==> src/rtl/arbitro_display.sv <==
// Round-robin owner of the 4-digit 7-segment display: each owner keeps it for at least
// HOLD_CYC cycles, and its 16-bit word is registered onto the four nibble outputs.
module arbitro_display #(
   parameter int          N_REQ     = 3,
   parameter int          HOLD_CYC  = 50000000,
   parameter logic [15:0] IDLE_DATA = 16'h0000
) (
   input  logic               i_Clk,
   input  logic               i_Rst,
   input  logic [N_REQ-1:0]   i_Req,
   input  logic [16*N_REQ-1:0] i_Datos,
   output logic [N_REQ-1:0]   o_Gnt,
   output logic [1:0]         o_Dueno,
   output logic               o_Activo,
   output logic [3:0]         o_Datos1,
   output logic [3:0]         o_Datos2,
   output logic [3:0]         o_Datos3,
   output logic [3:0]         o_Datos4
);

   localparam int CNT_W = $clog2(HOLD_CYC + 1);
   localparam logic [CNT_W-1:0] RELOAD = CNT_W'(HOLD_CYC - 1);

   typedef enum logic {IDLE, MUESTRA} state_t;

   state_t             state;
   logic [N_REQ-1:0]   gnt;
   logic [1:0]         dueno;
   logic [1:0]         ptr;
   logic               activo;
   logic [15:0]        datos;
   logic [CNT_W-1:0]   cnt;
   logic [3:0]         req4;
   logic [2:0]         arb_idle;
   logic [2:0]         arb_exp;

   function automatic logic [1:0] next_idx(input logic [1:0] i);
      return (int'(i) + 1 >= N_REQ) ? 2'd0 : i + 2'd1;
   endfunction

   // Returns {found, index}; the scan starts at 'start' and wraps modulo N_REQ.
   function automatic logic [2:0] arb(input logic [3:0] req, input logic [1:0] start);
      logic [1:0] idx;
      logic       found;
      logic [1:0] win;
      idx   = start;
      found = 1'b0;
      win   = 2'd0;
      for (int k = 0; k < N_REQ; k++) begin
         if (!found && req[idx]) begin
            found = 1'b1;
            win   = idx;
         end
         idx = next_idx(idx);
      end
      return {found, win};
   endfunction

   function automatic logic [N_REQ-1:0] onehot(input logic [1:0] i);
      logic [3:0] t;
      t = 4'b0001 << i;
      return t[N_REQ-1:0];
   endfunction

   function automatic logic [15:0] slice(input logic [16*N_REQ-1:0] d, input logic [1:0] i);
      return d[16*int'(i) +: 16];
   endfunction

   always_comb begin
      req4     = 4'(i_Req);
      arb_idle = arb(req4, ptr);
      arb_exp  = arb(req4, next_idx(dueno));
   end

   always_ff @(posedge i_Clk or posedge i_Rst) begin
      if (i_Rst) begin
         state  <= IDLE;
         gnt    <= '0;
         dueno  <= 2'd0;
         ptr    <= 2'd0;
         activo <= 1'b0;
         datos  <= IDLE_DATA;
         cnt    <= '0;
      end else begin
         case (state)
            IDLE: begin
               if (arb_idle[2]) begin
                  state  <= MUESTRA;
                  gnt    <= onehot(arb_idle[1:0]);
                  dueno  <= arb_idle[1:0];
                  activo <= 1'b1;
                  datos  <= slice(i_Datos, arb_idle[1:0]);
                  cnt    <= RELOAD;
               end
            end
            MUESTRA: begin
               if (cnt != '0) begin
                  cnt <= cnt - 1'b1;
                  // Once the owner lets go, the grant stays off until expiry; the word freezes.
                  if (!req4[dueno])
                     gnt <= '0;
                  else if (|gnt)
                     datos <= slice(i_Datos, dueno);
               end else if (!arb_exp[2]) begin
                  state  <= IDLE;
                  gnt    <= '0;
                  activo <= 1'b0;
                  datos  <= IDLE_DATA;
                  ptr    <= next_idx(dueno);
               end else begin
                  cnt   <= RELOAD;
                  gnt   <= onehot(arb_exp[1:0]);
                  dueno <= arb_exp[1:0];
                  datos <= slice(i_Datos, arb_exp[1:0]);
                  if (arb_exp[1:0] != dueno)
                     ptr <= next_idx(arb_exp[1:0]);
               end
            end
            default: state <= IDLE;
         endcase
      end
   end

   assign o_Gnt    = gnt;
   assign o_Dueno  = dueno;
   assign o_Activo = activo;
   assign o_Datos1 = datos[3:0];
   assign o_Datos2 = datos[7:4];
   assign o_Datos3 = datos[11:8];
   assign o_Datos4 = datos[15:12];

endmodule

==> config.mk <==
export PLATFORM = sky130hd
export DESIGN_NAME = arbitro_display
export DESIGN_NICKNAME = d
export VERILOG_FILES = /design/src/rtl/arbitro_display.sv
export SDC_FILE = /design/constraint.sdc
export NUM_CORES = 1
export LEC_CHECK = 0
export ABC_CLOCK_PERIOD_IN_PS = 3600
export CORE_UTILIZATION = 56
export CTS_CLUSTER_SIZE = 8
export DETAILED_ROUTE_END_ITERATION = 8
export GPL_TIMING_DRIVEN = 0
export PLACE_DENSITY = 0.86
export SLEW_MARGIN = 10
export SYNTH_ARGS = -nofsm -noshare
export SYNTH_HDL_FRONTEND = slang
export SYNTH_SLANG_ARGS = --single-unit
==> constraint.sdc <==
create_clock -name i_Clk -period 3.6 [get_ports i_Clk]
set_input_delay 0.54 -clock i_Clk [delete_from_list [all_inputs] [get_ports i_Clk]]
set_output_delay 0.54 -clock i_Clk [all_outputs]
set_load 0.05 [all_outputs]
==> flow_summary.json <==
{
  "critPathMaxStageDelay_ps": 1000,
  "arrival_ps": 3630,
  "p_seq_share_pct": 42.3,
  "cts-buffers-inserted": 5,
  "synthArstFlopShare_pct": 100.0,
  "synth_nets": 485,
  "first_pass_iters": 6,
  "internal_power_mw": 1.118,
  "ys_types": 63,
  "portBuffers": 74,
  "synth_seq_cells": 51,
  "tns_ps": 0,
  "die_w_um": 82.27,
  "drt_wl_total_um": 11820,
  "hp-class": "in2async",
  "fmax_mhz": 293.5,
  "reg2reg_from": "o_Dueno[1]$_DFFE_PP0P_",
  "synth-compound-area-share_pct": 27.22,
  "ant_nets": 0,
  "r2r_setup_slack_ps": 590,
  "tightest_slew_ps": 1174,
  "antenna_found_initial": 0,
  "end_kind": "flip-flop",
  "startpoint": "i_Req[0]",
  "clkLatencyLatePin_ps": 310,
  "synthXorXnorAreaFrac_pct": 3.883,
  "status": "finished, final reports clean",
  "cts_setup_buffers": 0,
  "muxShareOfSynthArea_pct": 6.103,
  "grt_pass1_wl_um": 18060,
  "synth_ff_type": "dfrtp_1",
  "clk_pin_slew_ps": 110,
  "start_kind": "input port",
  "seq_area_frac_synth_pct": 35.37,
  "synth.cell_area_mm2": 0.003608,
  "grt_usage_pct": 35.43,
  "hold_viol": 0,
  "synth_edf_count": 0,
  "power.share.combinational_pct": 39.4,
  "cts_max_path_buffers": 2,
  "antenna_cells": 0,
  "grt_max_degree": 38,
  "clock_power_share_pct": 18.3,
  "core_area_mm2": 0.006061,
  "rsz0062_at_grt": "false",
  "die_area_mm2": 0.006768,
  "setup_viol": 0,
  "place.gp.congestion": 0.9799,
  "ctsHoldBuffers": 0,
  "synth-simple-area-share_pct": 22.30,
  "final_common_cell": "clkdlybuf4s50_1",
  "fin_skew_ps": 18.88,
  "period_minus_slack_ps": 3407,
  "placed_area_mm2": 0.004463,
  "required_ps": 3820,
  "critPathMaxFanout": 10,
  "cts_root_buf": "clkbuf_8",
  "period_share_pct": 94.65,
  "max_cap_violations": 0,
  "htreeDepth": 2,
  "vdd_drop_max_v": 0.0002860,
  "synth_largest_area_cell": "dfrtp_1",
  "post_drt_wl_per_cell_um": 20.10,
  "synth_top_area_share_pct": 35.37,
  "whs_ps": 518.9,
  "synth_area_leaders": "dfrtp_1 (35%), mux2i_1 (6.1%), nand2_1 (5.9%)",
  "syn_avg_cell_area_um2": 8.392,
  "drc": 0,
  "synth_top_family_by_area": "compound AO/OA/AOI/OAI gates",
  "crit_chain": "clkdlybuf4s50_1 -> buf_2 -> inv_1 -> o32ai_1 -> nor2b_1 -> clkbuf_1 -> a221oi_1 -> a31oi_1",
  "ys_warn_count": 0,
  "areaGrowthSynthToFinish_pct": 26.32,
  "final_cell_area_mm2": 0.004558,
  "slowest_stage": "o32ai_1",
  "gr-total-overflow": 0,
  "criticalPathCategory": "in2reg",
  "num_vias": 4090,
  "syn_inst": 430,
  "start_util_pct": 59.54,
  "rows": 28,
  "ctsResizeCount": 0,
  "ios": 75,
  "power_density_mw_per_mm2": 410.7,
  "viasPerCell": 6.956,
  "layout_common_cells": "clkdlybuf4s50_1 (74), nand2_1 (57), dfrtp_1 (51)",
  "drive_above_1_share_pct": 6.043,
  "switching_power_uw": 753.9,
  "synthAdderAreaFrac_pct": 0.6935,
  "cts_tree": "built",
  "cts_sinks": 51,
  "leakagePower_nw": 1.839,
  "dieHeight_um": 82.27,
  "drv_slew": 0,
  "swShare_pct": 40.27,
  "drt_iter0_drc": 449,
  "nets": 567,
  "grt_pass1_vias": 3859,
  "relSlewSlack_pct": 21.51,
  "hpwl_um": 8315
}
cells by family after synthesis:
| kind of cell | after synthesis |
|---|---|
| xor gates and xnor gates | 16 |
| adders and majority gates | 2 |
| and+or+nand+nor | 163 |
| AOI/OAI and AO/OA | 139 |
| DFF | 51 |
| buffers and inverters | 37 |
| muxes | 22 |
cell usage after synthesis (3+ instances only):
master	number
inv_1	10
or2_2	3
buf_2	8
o211ai_1	3
a2bb2oi_1	3
nand3_1	9
nor2_1	37
o21ai_0	21
xnor2_1	10
a211oi_1	3
clkbuf_1	15
nand2b_1	3
a32oi_1	7
a31oi_1	14
a222oi_1	9
a22o_1	11
nor4_1	7
and3_1	4
dfrtp_1	51
a21o_1	12
nor2b_1	8
nor3_1	13
a221oi_1	3
mux2i_1	22
xor2_1	6
nand2_1	57
nand3b_1	3
o31ai_1	3
a21oi_1	29
or3_1	4
final timing paths:
| check | to | cells past startpoint |
|---|---|---|
| setup / recovery | datos[8]$_DFFE_PP0P_ | 8 |
| hold / removal | datos[7]$_DFFE_PP0P_ | 2 |
| setup reg to reg | datos[8]$_DFFE_PP0P_ | 9 |
| hold reg to reg | datos[6]$_DFFE_PP0P_ | 2 |
| max in group asynchronous | o_Dueno[1]$_DFFE_PP0P_ | 3 |
| min in group i_Clk | datos[6]$_DFFE_PP0P_ | 2 |
power groups by stage:
stage	registers [mW]	logic (mW)	clock network [mW]
after global placement	0.791	0.702	0
final	0.791	0.738	0.343
after detailed placement	0.795	0.721	0
after floorplan	0.957	0.291	0
after CTS	0.787	0.727	0.342
after global routing	0.802	0.783	0.362
routing by layer:
| layer | share of wire, % | global-route usage [%] |
|---|---|---|
| met2 | 43 | 53.64 |
| met3 | 12 | 6.703 |
| met5 | 0 | 0 |
| met4 | 3.3 | 15.96 |
| met1 | 41 | 48.99 |
flip-flops by register name, indices dropped and copies added (netlist names):
register	count
datos	16
state	1
cnt	26
ptr	2
o_Gnt	3
o_Dueno	2
o_Activo	1
critical path, delay by kind of cell:
family                 cells  cell delay [ps]
buffers and inverters      4             1380
and+or+nand+nor            1              300
AOI/OAI and AO/OA          3             1400
final cells by class:
cell class                      instances  area (µm²)
Buffer                                 27       122.6
Inverter                               10       37.54
Multi-Input combinational cell        342        2177
Timing Repair Buffer                   75       760.7
Clock inverter                          2       17.52
Fill cell                             490        1503
Sequential cell                        51        1276
Clock buffer                            6       72.57
Tap cell                               75       93.84
metrics by stage:
step	cells	worst slack [ps]	util, %	power (mW)
after floorplan	430	1222	-	1.248
after global placement	579	179.8	73.31	1.493
after detailed placement	580	92.98	73.64	1.516
after CTS	588	380.3	75.12	1.857
after global routing	588	187.0	75.21	1.947
final	588	192.5	75.21	1.872
(Power assumes the default switching activity.)
